--- src/rtl/wb_write_queue_pkg.sv ---
// Shared types and constants for the register-file write queue.
// Entries pair a destination register index with its result value.
package wb_pkg;

  localparam int REG_ADDR_W = 5;
  localparam int REG_DATA_W = 32;
  localparam logic [REG_ADDR_W-1:0] REG_ZERO = 5'd0;

  typedef struct packed {
    logic [REG_ADDR_W-1:0] addr;
    logic [REG_DATA_W-1:0] data;
  } wb_entry_t;

endpackage

--- src/rtl/wb_fwd_match.sv ---
// Forwarding lookup over the queued writes.
// Scans from oldest to newest so the youngest matching entry wins.
module wb_fwd_match
  import wb_pkg::*;
#(
  parameter int DEPTH = 4
) (
  input  wb_entry_t                    entries [DEPTH],
  input  logic [DEPTH-1:0]             valid,
  input  logic [$clog2(DEPTH)-1:0]     rd_ptr,
  input  logic [REG_ADDR_W-1:0]        lookup_addr,
  output logic                         hit,
  output logic [REG_DATA_W-1:0]        hit_data
);

  localparam int PTR_W = $clog2(DEPTH);

  logic [PTR_W-1:0] idx;

  always_comb begin
    hit      = 1'b0;
    hit_data = '0;
    idx      = '0;
    for (int k = 0; k < DEPTH; k++) begin
      // Offset k from the head is k-th oldest; later hits overwrite earlier ones.
      idx = rd_ptr + PTR_W'(k);
      if (valid[idx] && (entries[idx].addr == lookup_addr) &&
          (lookup_addr != REG_ZERO)) begin
        hit      = 1'b1;
        hit_data = entries[idx].data;
      end
    end
  end

endmodule

--- src/rtl/wb_write_queue.sv ---
// In-order write queue between execute/memory results and the register file,
// with Rs/Rt forwarding of queued values to decode.
module wb_write_queue
  import wb_pkg::*;
#(
  parameter int DEPTH  = 4,
  parameter int DATA_W = REG_DATA_W,
  parameter int ADDR_W = REG_ADDR_W
) (
  input  logic                       clk,
  input  logic                       rst,
  input  logic                       res_valid,
  output logic                       res_ready,
  input  logic [ADDR_W-1:0]          res_addr,
  input  logic [DATA_W-1:0]          res_data,
  output logic [ADDR_W-1:0]          Rd_addr,
  output logic [DATA_W-1:0]          Rd_data,
  output logic                       RegWrite,
  input  logic [ADDR_W-1:0]          Rs_addr,
  input  logic [ADDR_W-1:0]          Rt_addr,
  output logic                       Rs_fwd,
  output logic [DATA_W-1:0]          Rs_fwd_data,
  output logic                       Rt_fwd,
  output logic [DATA_W-1:0]          Rt_fwd_data,
  output logic [$clog2(DEPTH):0]     count
);

  localparam int PTR_W = $clog2(DEPTH);
  localparam int CNT_W = PTR_W + 1;

  wb_entry_t          mem [DEPTH];
  logic [PTR_W-1:0]   wr_ptr;
  logic [PTR_W-1:0]   rd_ptr;
  logic [CNT_W-1:0]   count_q;
  logic [PTR_W-1:0]   age [DEPTH];
  logic [DEPTH-1:0]   valid_mask;
  logic               accept;
  logic               push;
  logic               pop;

  // Handshake: a result transfers at a rising edge when res_valid && res_ready.
  // res_ready is a function of occupancy only, so a full queue stalls even
  // when the head drains in the same cycle. Register 0 transfers but is dropped.
  assign res_ready = (count_q < CNT_W'(DEPTH));
  assign accept    = res_valid && res_ready;
  assign push      = accept && (res_addr != REG_ZERO);
  assign pop       = (count_q != '0);

  always_ff @(posedge clk or posedge rst) begin
    if (rst) begin
      wr_ptr  <= '0;
      rd_ptr  <= '0;
      count_q <= '0;
    end else begin
      if (push) wr_ptr <= wr_ptr + PTR_W'(1);
      if (pop)  rd_ptr <= rd_ptr + PTR_W'(1);
      case ({push, pop})
        2'b10:   count_q <= count_q + CNT_W'(1);
        2'b01:   count_q <= count_q - CNT_W'(1);
        default: count_q <= count_q;
      endcase
    end
  end

  // Storage needs no reset: only slots covered by count are ever observed.
  always_ff @(posedge clk) begin
    if (push) begin
      mem[wr_ptr].addr <= res_addr;
      mem[wr_ptr].data <= res_data;
    end
  end

  always_comb begin
    valid_mask = '0;
    for (int i = 0; i < DEPTH; i++) begin
      age[i]        = PTR_W'(i) - rd_ptr;
      valid_mask[i] = ({1'b0, age[i]} < count_q);
    end
  end

  assign RegWrite = pop;
  assign Rd_addr  = pop ? mem[rd_ptr].addr : '0;
  assign Rd_data  = pop ? mem[rd_ptr].data : '0;
  assign count    = count_q;

  wb_fwd_match #(.DEPTH(DEPTH)) u_rs_match (
    .entries     (mem),
    .valid       (valid_mask),
    .rd_ptr      (rd_ptr),
    .lookup_addr (Rs_addr),
    .hit         (Rs_fwd),
    .hit_data    (Rs_fwd_data)
  );

  wb_fwd_match #(.DEPTH(DEPTH)) u_rt_match (
    .entries     (mem),
    .valid       (valid_mask),
    .rd_ptr      (rd_ptr),
    .lookup_addr (Rt_addr),
    .hit         (Rt_fwd),
    .hit_data    (Rt_fwd_data)
  );

endmodule

--- config.mk ---
export PLATFORM = sky130hd
export DESIGN_NAME = wb_write_queue
export DESIGN_NICKNAME = d
export VERILOG_FILES = /design/src/rtl/wb_write_queue_pkg.sv /design/src/rtl/wb_fwd_match.sv /design/src/rtl/wb_write_queue.sv
export SDC_FILE = /design/constraint.sdc
export NUM_CORES = 1
export LEC_CHECK = 0
export BUFFER_PORTS_ARGS = -buffer_cell sky130_fd_sc_hd__buf_2
export CORE_ASPECT_RATIO = 1.1
export CORE_MARGIN = 4
export CORE_UTILIZATION = 65
export CTS_CLUSTER_SIZE = 14
export DETAILED_ROUTE_END_ITERATION = 8
export PLACE_DENSITY_LB_ADDON = 0.12
export RECOVER_POWER = 25
export SLEW_MARGIN = 20
export SYNTH_ARGS = -nofsm -noshare
export SYNTH_HDL_FRONTEND = slang
export SYNTH_HIERARCHICAL = 1
export SYNTH_SLANG_ARGS = --single-unit
--- constraint.sdc ---
create_clock -name clk -period 5.73 [get_ports clk]
set_clock_uncertainty 0.15 [all_clocks]
set_input_delay 0 -clock clk [delete_from_list [all_inputs] [get_ports clk]]
set_output_delay 0 -clock clk [all_outputs]
set_load 0.005 [all_outputs]
==> summary.md <==
| Metric | Value |
|---|---|
| Status | `finished with violations` |
| Violated checks | `max-capacitance violations, max-slew violations` |
| Leakage | `7.04 nW` |
| Worst slew margin | `-63.4%` |
| Largest area contributor in the netlist | `edfxtp_1` |
| Post-Place Setup Slack | `1.53 ns` |
| Hold Path Class | `input pin to register` |
| RSZ-0062 raised after global routing | `false` |
| WHS | `0.249 ns` |
| # resized after CTS | `0` |
| Grt ovf | `0` |
| Clock Latency Late Sink | `0.44 ns` |
| Reg area | `4630 sq um` |
| Total Routing Usage GR | `34.3%` |
| Final Instance Count excl. Fillers | `2171` |
| Share of cells above drive strength 1 | `32.4%` |
| Most common cell on crit path | `buf_12` |
| Ys flop type | `edfxtp_1` |
| Post-layout util | `71.2%` |
| Avg Inst Size Synth | `10.2 sq um` |
| Dpl cells | `2099` |
| Switching power share of the total | `49.0%` |
| YS warnings | `6` |
| Mux contribution to synthesized area | `24.9%` |
| Logic pwr share | `73.4%` |
| Initial antenna violation count | `0` |
| Clock slew at reported path FFs | `0.06 ns` |
| Die Wd | `166 um` |
| Clock Sinks | `155` |
| Worst setup EP type | `output port` |
| Clock share of power | `10.8%` |
| Main combinational cell family by area after synthesis | `multiplexers` |
| Port Buf Inserts | `157` |
| Endpoints failing setup | `0` |
| Top delay family on crit path | `buffers and inverters` |
| Crit-path max FO | `148` |
| Post-route minimum period | `4.73 ns` |
| Antenna fix cells | `0` |
| Core ar. | `27000 sq um` |
| Most common library cells after synthesis | `mux2i_1 (227), nor3_1 (180), and2_1 (165)` |
| Total Power | `10.9 mW` |
| Synth area leaders | `edfxtp_1 (25%), mux2i_1 (13%), mux4_2 (7.7%), and2_1 (5.8%), nor3_1 (5.1%)` |
| Syn Inst Count | `1737` |
| CTS H-tree lvls | `4` |
| Max Cap Viol | `3` |
| Via count | `15600` |
| Final net count | `1861` |
| NetSw | `5.35 mW` |
| Final WL | `53.5 mm` |
| #FFs+latches synth | `155` |
| CP arrival | `4.58 ns` |
| DRC viols | `0` |
| Final setup TNS | `0 ns` |
| Worst path cell trace | `buf_12 -> mux4_2 -> xor2_1 -> a2111oi_4 -> o2111ai_4 -> nand2_2 -> buf_12 -> nor4_1 -> a211oi_2 -> buf_2` |
| Largest net degree at the start of global routing | `149` |
| Maximum vdd drop | `0.721 mV` |
| Syn_nets | `1797` |
| Ys async rst share | `4.52%` |
| Iter 0 DRT Violations | `1781` |
| Post-layout instance area | `19200 sq um` |
| Flop pwr share | `15.8%` |
| Number of flops mapped to enable cells by yosys | `148` |
| Slowest cell delay on critical path | `0.69 ns` |
| Worst-margin pin slew | `2.45 ns` |
| TritonCTS clock tree | `built` |
| Synth Area in Adders | `0.747%` |
| Worst path slowest cell | `buf_12` |
| Vert. Die Dim | `181 um` |
| Initial Util | `65.9%` |
| Fillers | `2075` |
| Top-count cell post-synth | `mux2i_1` |
| Clock tree root driver cell | `clkbuf_16` |
| Placer Congestion | `0.884` |
| Final Worst Setup Slack | `1.00 ns` |
| Yosys cell types | `58` |
| Layout area overhead | `8.08%` |
| Vias in the first global route | `15000` |
| Final ANT Viol Nets | `0` |
| Synth top area share | `25.0%` |
| First-pass GRT wire length | `83.4 mm` |
| Worst Path Buf+Inv | `3` |
| Pint | `5.56 mW` |
| # rows | `63` |
| Worst Setup Path Type | `register to output port` |
| Synth Area in Simple Gates | `24.0%` |
| Fmax | `212 MHz` |
| Max-slew violations | `102` |
| Post-CTS Setup Inserts | `0` |
| HPWL Detailed | `31.8 mm` |
| DP Area | `18200 sq um` |
| Area of the multi-input gates | `11900 sq um` |
| Longest Clk Path Bufs | `2` |
| Seq/Total Area, Yosys | `26.0%` |
| Startpoint Class | `register` |
| Final Hold Viols | `0` |
| Data required, critical path | `5.58 ns` |
| Num CTS Buffers | `17` |
| Xor and xnor area share after synthesis | `2.60%` |
| Final period util | `82.5%` |
| DRT Pass-1 Iters | `6` |
| Synth Area in Compound Gates | `14.6%` |
| Power Density | `568 nW/um^2` |
| Ports | `158` |
| CTS Hold Bufs | `40` |
| DR vias/cell | `7.18` |
| Avg WL per Cell | `24.7 um` |
| Die ar. | `30000 sq um` |
| Synth Cell Area | `17800 sq um` |
-- power by group through the flow --
stage / Sequential, mW / Combinational, mW / Clock, mW
after floorplan: 1.65 / 6.11 / 0
after global placement: 1.73 / 7.67 / 0
after detailed placement: 1.74 / 7.85 / 0
after CTS: 1.72 / 7.91 / 1.18
after global routing: 1.75 / 8.51 / 1.22
final: 1.72 / 8.01 / 1.18
-- cells in the final DEF, fill, tap and decap left out, types with 3 or more instances in the layout --
master           n
o21ai_0         86
nor3_1         180
a32oi_1          4
nor2b_1          6
bufinv_16        3
mux2_2          68
nor2_1           5
edfxtp_1       148
dfrtp_1          5
nor4_1          64
o21ai_1         48
xor2_1           7
nand2b_1         9
a211oi_2        62
o32ai_1          4
and2_1         138
clkbuf_1        13
buf_4           36
clkinv_2         3
mux2i_1        227
buf_12           4
a21oi_1         67
nor4_2          62
a21o_1          66
xnor2_1         42
clkinvlp_4       3
clkbuf_16       17
ha_1             8
and2_0          27
dlygate4sd3_1   40
buf_2          150
and2_2           4
inv_1            9
nand2_1          3
nor3_2          80
o2111ai_4        4
mux4_2          61
-- state kept, by name, indices dropped and copies added, names as in the netlist --
| register | flops |
|---|---|
| mem | 148 |
| count | 3 |
| rd_ptr | 2 |
| wr_ptr | 2 |
-- final timing paths --
| path | slack [ns] | startpoint | cells after the start | to |
|---|---|---|---|---|
| setup / recovery | 1.00 | rd_ptr[1]$_DFFE_PP0N_ | 10 | Rs_fwd_data[11] |
| hold / removal | 0.25 | res_data[14] | 3 | mem[51]$_DFFE_PP_ |
| setup reg to reg | 1.77 | wr_ptr[0]$_DFFE_PP0N_ | 5 | mem[143]$_DFFE_PP_ |
| hold reg to reg | 0.42 | wr_ptr[1]$_DFFE_PP0N_ | 1 | wr_ptr[1]$_DFFE_PP0N_ |
| max in group asynchronous | 4.75 | rst | 4 | rd_ptr[0]$_DFFE_PP0N_ |
| min in group asynchronous | 0.43 | rst | 4 | rd_ptr[1]$_DFFE_PP0N_ |
-- logic make-up (layout without fill, tap and decap cells) --
kind of cell,count (synthesis),count (layout)
multiplexers,357,357
XOR/XNOR,51,51
AND/OR/NAND/NOR,604,604
buffers and inverters,207,284
AO/OA/AOI/OAI,353,353
adder cells (fa/ha/maj),10,10
flip-flops,155,155
-- worst reg2reg max path, delay by kind of cell, from the launching register on --
kind | cells | cell delay (ns)
fa+ha+maj | 1 | 0.16
buf+inv | 3 | 2.28
flops | 1 | 0.40
simple gates | 1 | 0.56
-- metal layers --
| layer | wire length [um] | vias to the layer above | share of wire, % | GRT usage [%] |
|---|---|---|---|---|
| li1 | - | 6823 | - | - |
| met1 | 21200 | 7567 | 40 | 46.0 |
| met2 | 25000 | 1000 | 47 | 55.7 |
| met3 | 5140 | 197 | 9.6 | 4.70 |
| met4 | 2270 | 0 | 4.2 | 15.6 |
| met5 | 0 | - | 0 | 0 |
-- area by class of cell --
| type | count | share of cell area (%) |
|---|---|---|
| clock buffer | 21 | 2.35 |
| clock inverter | 11 | 0.756 |
| inverter | 12 | 0.235 |
| multi-input combinational | 1375 | 62.2 |
| sequential | 155 | 24.1 |
| tap | 357 | 2.33 |
| timing repair buffer | 240 | 8.02 |
(Power assumes the default switching activity.)
